[src/rtl/fifo_param.sv]
`default_nettype none
// ============================================================================
// Module   : fifo_param
// Brief    : Parametrised single-clock FIFO with occupancy count,
//            programmable almost-full/almost-empty flags, sticky overflow and
//            underflow errors, and optional first-word-fall-through reads.
// Revision : 1.0 - initial release
// ============================================================================
module fifo_param #(
    parameter int DW     = 8,
    parameter int AW     = 4,
    parameter int AF_LVL = 12,
    parameter int AE_LVL = 2,
    parameter int FWFT   = 0
) (
    input  logic          ck,
    input  logic          rst,
    input  logic [DW-1:0] Din,
    input  logic          Wen,
    input  logic          Ren,
    input  logic          Eclr,
    output logic [DW-1:0] Dout,
    output logic          Dvalid,
    output logic          Fempty,
    output logic          Ffull,
    output logic          Falmost_empty,
    output logic          Falmost_full,
    output logic [AW:0]   Count,
    output logic          Ovf,
    output logic          Udf
);

    localparam int          C_DEPTH_I = 2 ** AW;
    localparam logic [AW:0] C_DEPTH   = (AW + 1)'(C_DEPTH_I);
    localparam logic [AW:0] C_AF_LVL  = (AW + 1)'(AF_LVL);
    localparam logic [AW:0] C_AE_LVL  = (AW + 1)'(AE_LVL);
    localparam logic [AW:0] C_CNT_ONE = (AW + 1)'(1);
    localparam logic [AW-1:0] C_PTR_ONE = AW'(1);

    // Storage is deliberately not reset; stale contents are unreachable
    // because the pointers and count restart from zero.
    logic [DW-1:0] mem_q [C_DEPTH_I];

    logic [AW-1:0] wptr_q;
    logic [AW-1:0] rptr_q;
    logic [AW:0]   count_q;
    logic [AW:0]   count_d;
    logic          fempty_q;
    logic          ffull_q;
    logic          aempty_q;
    logic          afull_q;
    logic          ovf_q;
    logic          udf_q;

    // Acceptance is decided on the registered flags only, so a full FIFO
    // never writes through and an empty FIFO never bypasses.
    logic w_wr_ok;
    logic w_rd_ok;
    assign w_wr_ok = Wen & ~ffull_q;
    assign w_rd_ok = Ren & ~fempty_q;

    // Next occupancy: the single source from which every flag is derived.
    always_comb begin
        count_d = count_q;
        if (w_wr_ok && !w_rd_ok) begin
            count_d = count_q + C_CNT_ONE;
        end else if (!w_wr_ok && w_rd_ok) begin
            count_d = count_q - C_CNT_ONE;
        end
    end

    // Pointers, count, status flags and sticky errors.
    always_ff @(posedge ck) begin
        if (!rst) begin
            wptr_q   <= '0;
            rptr_q   <= '0;
            count_q  <= '0;
            fempty_q <= 1'b1;
            ffull_q  <= 1'b0;
            aempty_q <= 1'b1;
            afull_q  <= 1'b0;
            ovf_q    <= 1'b0;
            udf_q    <= 1'b0;
        end else begin
            if (w_wr_ok) begin
                wptr_q <= wptr_q + C_PTR_ONE;
            end
            if (w_rd_ok) begin
                rptr_q <= rptr_q + C_PTR_ONE;
            end
            count_q  <= count_d;
            fempty_q <= (count_d == '0);
            ffull_q  <= (count_d == C_DEPTH);
            aempty_q <= (count_d <= C_AE_LVL);
            afull_q  <= (count_d >= C_AF_LVL);
            // A new error in the same cycle as Eclr takes priority.
            ovf_q    <= (Wen & ffull_q)  | (ovf_q & ~Eclr);
            udf_q    <= (Ren & fempty_q) | (udf_q & ~Eclr);
        end
    end

    // Data storage; writes are suppressed while reset is asserted.
    always_ff @(posedge ck) begin
        if (rst && w_wr_ok) begin
            mem_q[wptr_q] <= Din;
        end
    end

    generate
        if (FWFT != 0) begin : g_fwft
            // Head entry is always presented; valid whenever not empty.
            assign Dout   = mem_q[rptr_q];
            assign Dvalid = ~fempty_q;
        end else begin : g_reg_read
            logic [DW-1:0] dout_q;
            logic          dvalid_q;

            // Registered read: data and a one-cycle valid pulse per pop.
            always_ff @(posedge ck) begin
                if (!rst) begin
                    dout_q   <= '0;
                    dvalid_q <= 1'b0;
                end else begin
                    dvalid_q <= w_rd_ok;
                    if (w_rd_ok) begin
                        dout_q <= mem_q[rptr_q];
                    end
                end
            end

            assign Dout   = dout_q;
            assign Dvalid = dvalid_q;
        end
    endgenerate

    assign Count         = count_q;
    assign Fempty        = fempty_q;
    assign Ffull         = ffull_q;
    assign Falmost_empty = aempty_q;
    assign Falmost_full  = afull_q;
    assign Ovf           = ovf_q;
    assign Udf           = udf_q;

endmodule
`default_nettype wire

[config.mk]
export PLATFORM = sky130hd
export DESIGN_NAME = fifo_param
export DESIGN_NICKNAME = d
export VERILOG_FILES = /design/src/rtl/fifo_param.sv
export SDC_FILE = /design/constraint.sdc
export NUM_CORES = 1
export LEC_CHECK = 0
export BUFFER_PORTS_ARGS = -buffer_cell sky130_fd_sc_hd__buf_2
export CAP_MARGIN = 20
export CORE_MARGIN = 1.5
export CORE_UTILIZATION = 50
export DETAILED_ROUTE_END_ITERATION = 7
export HOLD_SLACK_MARGIN = 0.15
export PLACE_DENSITY = 0.67
export SETUP_SLACK_MARGIN = 0.05
export SLEW_MARGIN = 20
export SYNTH_ARGS = -nofsm -noshare
export SYNTH_HDL_FRONTEND = slang
export SYNTH_SLANG_ARGS = --single-unit
[constraint.sdc]
create_clock -name ck -period 2 [get_ports ck]
set_input_delay 0.2 -clock ck [delete_from_list [all_inputs] [get_ports ck]]
set_output_delay 0.2 -clock ck [all_outputs]
set_load 0.005 [all_outputs]
==> summary.md <==
| Metric | Value |
|---|---|
| Gr usage total | 0.208 |
| Max_cap viols | 0 |
| Detail-routed via count per cell | 5.74 |
| Length of the first detailed-routing pass in iterations | 4 |
| Standard-cell rows | 40 |
| Fraction of power spent switching nets | 0.228 |
| Clock Sink Count | 156 |
| Met2 wire len | 6.04 mm |
| Global-route wire length before repair | 18.9 mm |
| Pint | 5.95 mW |
| Floorplan Core Area | 0.0120 sq mm |
| Residual overflow from global routing | 0 |
| Leakage Power | 2.47 nW |
| Most used flip-flop cell after synthesis | edfxtp_1 |
| Final weighted congestion in routability-driven placement | 0.756 |
| Clock-pin transition on the worst setup and hold timing paths | 0.06 ns |
| Final hold viol count | 0 |
| Initial antenna violation count | 0 |
| Pwr/cell area | 1060 mW/mm^2 |
| R2r endpoint | Dout[3] |
| Top routing layer in use | met4 |
| Min Clock Period, post-route | 1.84 ns |
| Share of total power in sequential cells | 0.482 |
| Final-report max-slew violation count | 0 |
| Startpoint types | flop |
| Filler cell count | 895 |
| Peak per-stage delay on the critical path | 0.57 ns |
| Largest vdd supply drop | 563 uV |
| Antenna Violating Nets Remaining | 0 |
| Die boundary width | 114 microns |
| Skew-Pair Late Insertion Delay | 0.42 ns |
| Net count, final | 431 |
| Worst max-slew margin expressed relative to the limit | 0.668 |
| Yosys top cell by area | edfxtp_1 |
| Commonest non-fill, non-tap cell in the layout | edfxtp_1 |
| Critical Path End Type | flop |
| Number of clock buffers inserted by TritonCTS | 17 |
| Total standard cell area after synthesis | 0.00616 sq mm |
| Reg-to-reg startpoint | rptr_q[0] |
| Number of remaining DRC errors | 0 |
| Max clock buf depth | 2 |
| Largest fanout on the critical path | 10 |
| Total negative slack for setup checks | 0 ns |
| Pin count of the biggest net entering global routing | 36 |
| WHS Endpoint | mem_q[3][5] |
| Critical Setup Path Class | reg -> reg |
| Ordered cell list for the critical path | buf_4 > mux4_1 > a22oi_1 > a21oi_1 > a31o_1 |
| Nets in the synthesized netlist | 365 |
| Critical Path RT | 2.31 ns |
| Vias in the first global route | 3309 |
| Drt first-iter violations | 338 |
| Wire length on met1 | 5.39 mm |
| Area growth from synthesis to layout | 17.4% |
| Final clock skew | 0.00480 ns |
| Slew of the pin with the lowest slew margin | 0.495 ns |
| Post-synthesis async set-or-reset flop share | 0 |
| Vert. Die Dim | 114 microns |
| Hold_sp | Din[5] |
| HP Class | in -> reg |
| Yosys top cell area share | 0.624 |
| EDFF count, synth | 128 |
| Finish-stage setup viols | 0 |
| Final HPWL from detailed placement | 7.77 mm |
| Met3 Routed Length | 764 microns |
| Initial Utilization | 0.513 |
| Post-synthesis register bit count | 156 |
| H-tree Lvls | 4 |
| Number of port buffers | 32 |
| Largest cells by area after synthesis | edfxtp_1, mux4_2, dfxtp_1, a22oi_1, mux4_1 |
| Most frequent cells in the layout | edfxtp_1, buf_2, mux4_2 |
| Highest clock frequency the design can meet | 0.545 GHz |
| Share of the yosys chip area belonging to registers | 0.714 |
| Routed wire length | 12.4 mm |
| Result of the run | completed |
| Detailed-route wire length per cell | 21.7 microns |
| Avg Inst Size Synth | 17.9 sq um |
| Post-synth cell types | 41 |
| Cell at the root of the clock tree | clkbuf_16 |
| Net switching power of the design | 1.75 mW |
| Worst path slowest cell | mux4_1 |
| Number of instances in the synthesized netlist | 345 |
| TritonCTS clock tree | built |
| RSZ-0062 raised after global routing | true |
| WHS Path Cells | 1 |
| Worst hold margin | 0.170 ns |
| Reg2Reg Depth | 5 |
| Yosys synthesis warning count | 0 |
| Tcrit/Tclk final | 0.918 |
| Fraction of final layout cells sized beyond drive strength 1 | 0.300 |
| Full die area | 0.0130 sq mm |
| Total setup buffers inserted after CTS | 0 |
| DR vias | 3269 |
| Part of the total power dissipated in combinational logic | 0.126 |
| Number of antenna diodes | 0 |
| Worst-case register-to-register setup slack | 0.16 ns |
| Endpoint arrival time on the critical path | 2.15 ns |
| Clock power frac | 0.391 |
| Ports | 33 |
[power by group through the flow]
stage / sequential [mW] / clock [mW] / combinational, mW
floorplan: 3.76 / 0 / 0.671
global placement: 3.77 / 0 / 0.942
detailed placement: 3.78 / 0 / 0.960
CTS: 3.71 / 3.06 / 0.979
global route: 3.72 / 3.20 / 1.07
finish: 3.71 / 3.01 / 0.974
[through the flow]
step	instance area [sq um]	util	std cells	setup WS, ns	power (mW)
final	7240	0.603	570	0.164	7.70
after global routing	7240	0.603	570	0.0415	8.00
after CTS	7230	0.602	570	0.119	7.75
after detailed placement	6630	0.552	535	0.0550	4.74
after global placement	6630	0.552	535	0.116	4.71
after floorplan	6160	-	345	0.296	4.43
[layout make-up]
cell class              count  area, sq um  area share
inverters                   6         22.5     0.00311
multi-input cells         166         1630       0.226
flip-flops and latches    156         4410       0.609
repair buffers             64          439      0.0607
well taps                 147          184      0.0254
clock buffers              23          458      0.0633
clock inverters             8         95.1      0.0131
[sequential cells by signal, indices dropped and copies added, names as in the netlist]
name and flops:
wptr_q 4, Dvalid 1, rptr_q 4, Ovf 1
Udf 1, Dout 8, Falmost_full 1, Ffull 1
Falmost_empty 1, mem_q 128, Fempty 1, Count 5
[per-layer routing]
metal / vias up / GRT usage
met5: - / 0
met4: 0 / 0.0800
met3: 13 / 0.0547
met2: 87 / 0.324
met1: 1664 / 0.285
li1: 1505 / -
[Yosys cell counts, types with 5 or more instances]
library cell / instances
a22oi_1: 20
a31o_2: 5
clkbuf_1: 5
and2_1: 10
ha_1: 7
edfxtp_1: 128
nand2_1: 14
dfxtp_1: 28
nor2_1: 21
inv_1: 6
a21oi_1: 9
mux4_2: 28
xnor2_1: 9
[what timing repair did]
action | in CTS | in global routing
endpoints found under the setup margin | 1 | 4
gates resized for setup | 1 | 2
hold buffers | 4 | 0
hold endpoints to repair | 2 | 0
[worst max-delay path: cells and delay by family (launching register included)]
kind	cells	cell delay, ns
buf+inv	1	0.25
mux	1	0.57
compound gates	3	0.53
flops	1	0.38
[how the worst max path moves through the flow]
stage,from,endpoint,slack (ns),cells past startpoint
after CTS,rptr_q[0],Dout[0],0.12,5
after floorplan,rptr_q[0],Dout[0],0.30,6
after detailed placement,rptr_q[0],Dout[0],0.05,5
final,rptr_q[0],Dout[3],0.16,5
after global placement,rptr_q[0],Dout[1],0.12,5
after global routing,rptr_q[0],Dout[3],0.04,5
[cell families (layout without fill, tap and decap cells)]
family	count (synthesis)	count (layout)	share of synthesized area
buf+inv	23	101	0.0221
fa+ha+maj	7	7	0.0142
simple gates	69	69	0.0580
compound gates	48	48	0.0568
flops	156	156	0.714
xor+xnor	9	9	0.0128
mux	33	33	0.122
(Power assumes the default switching activity.)
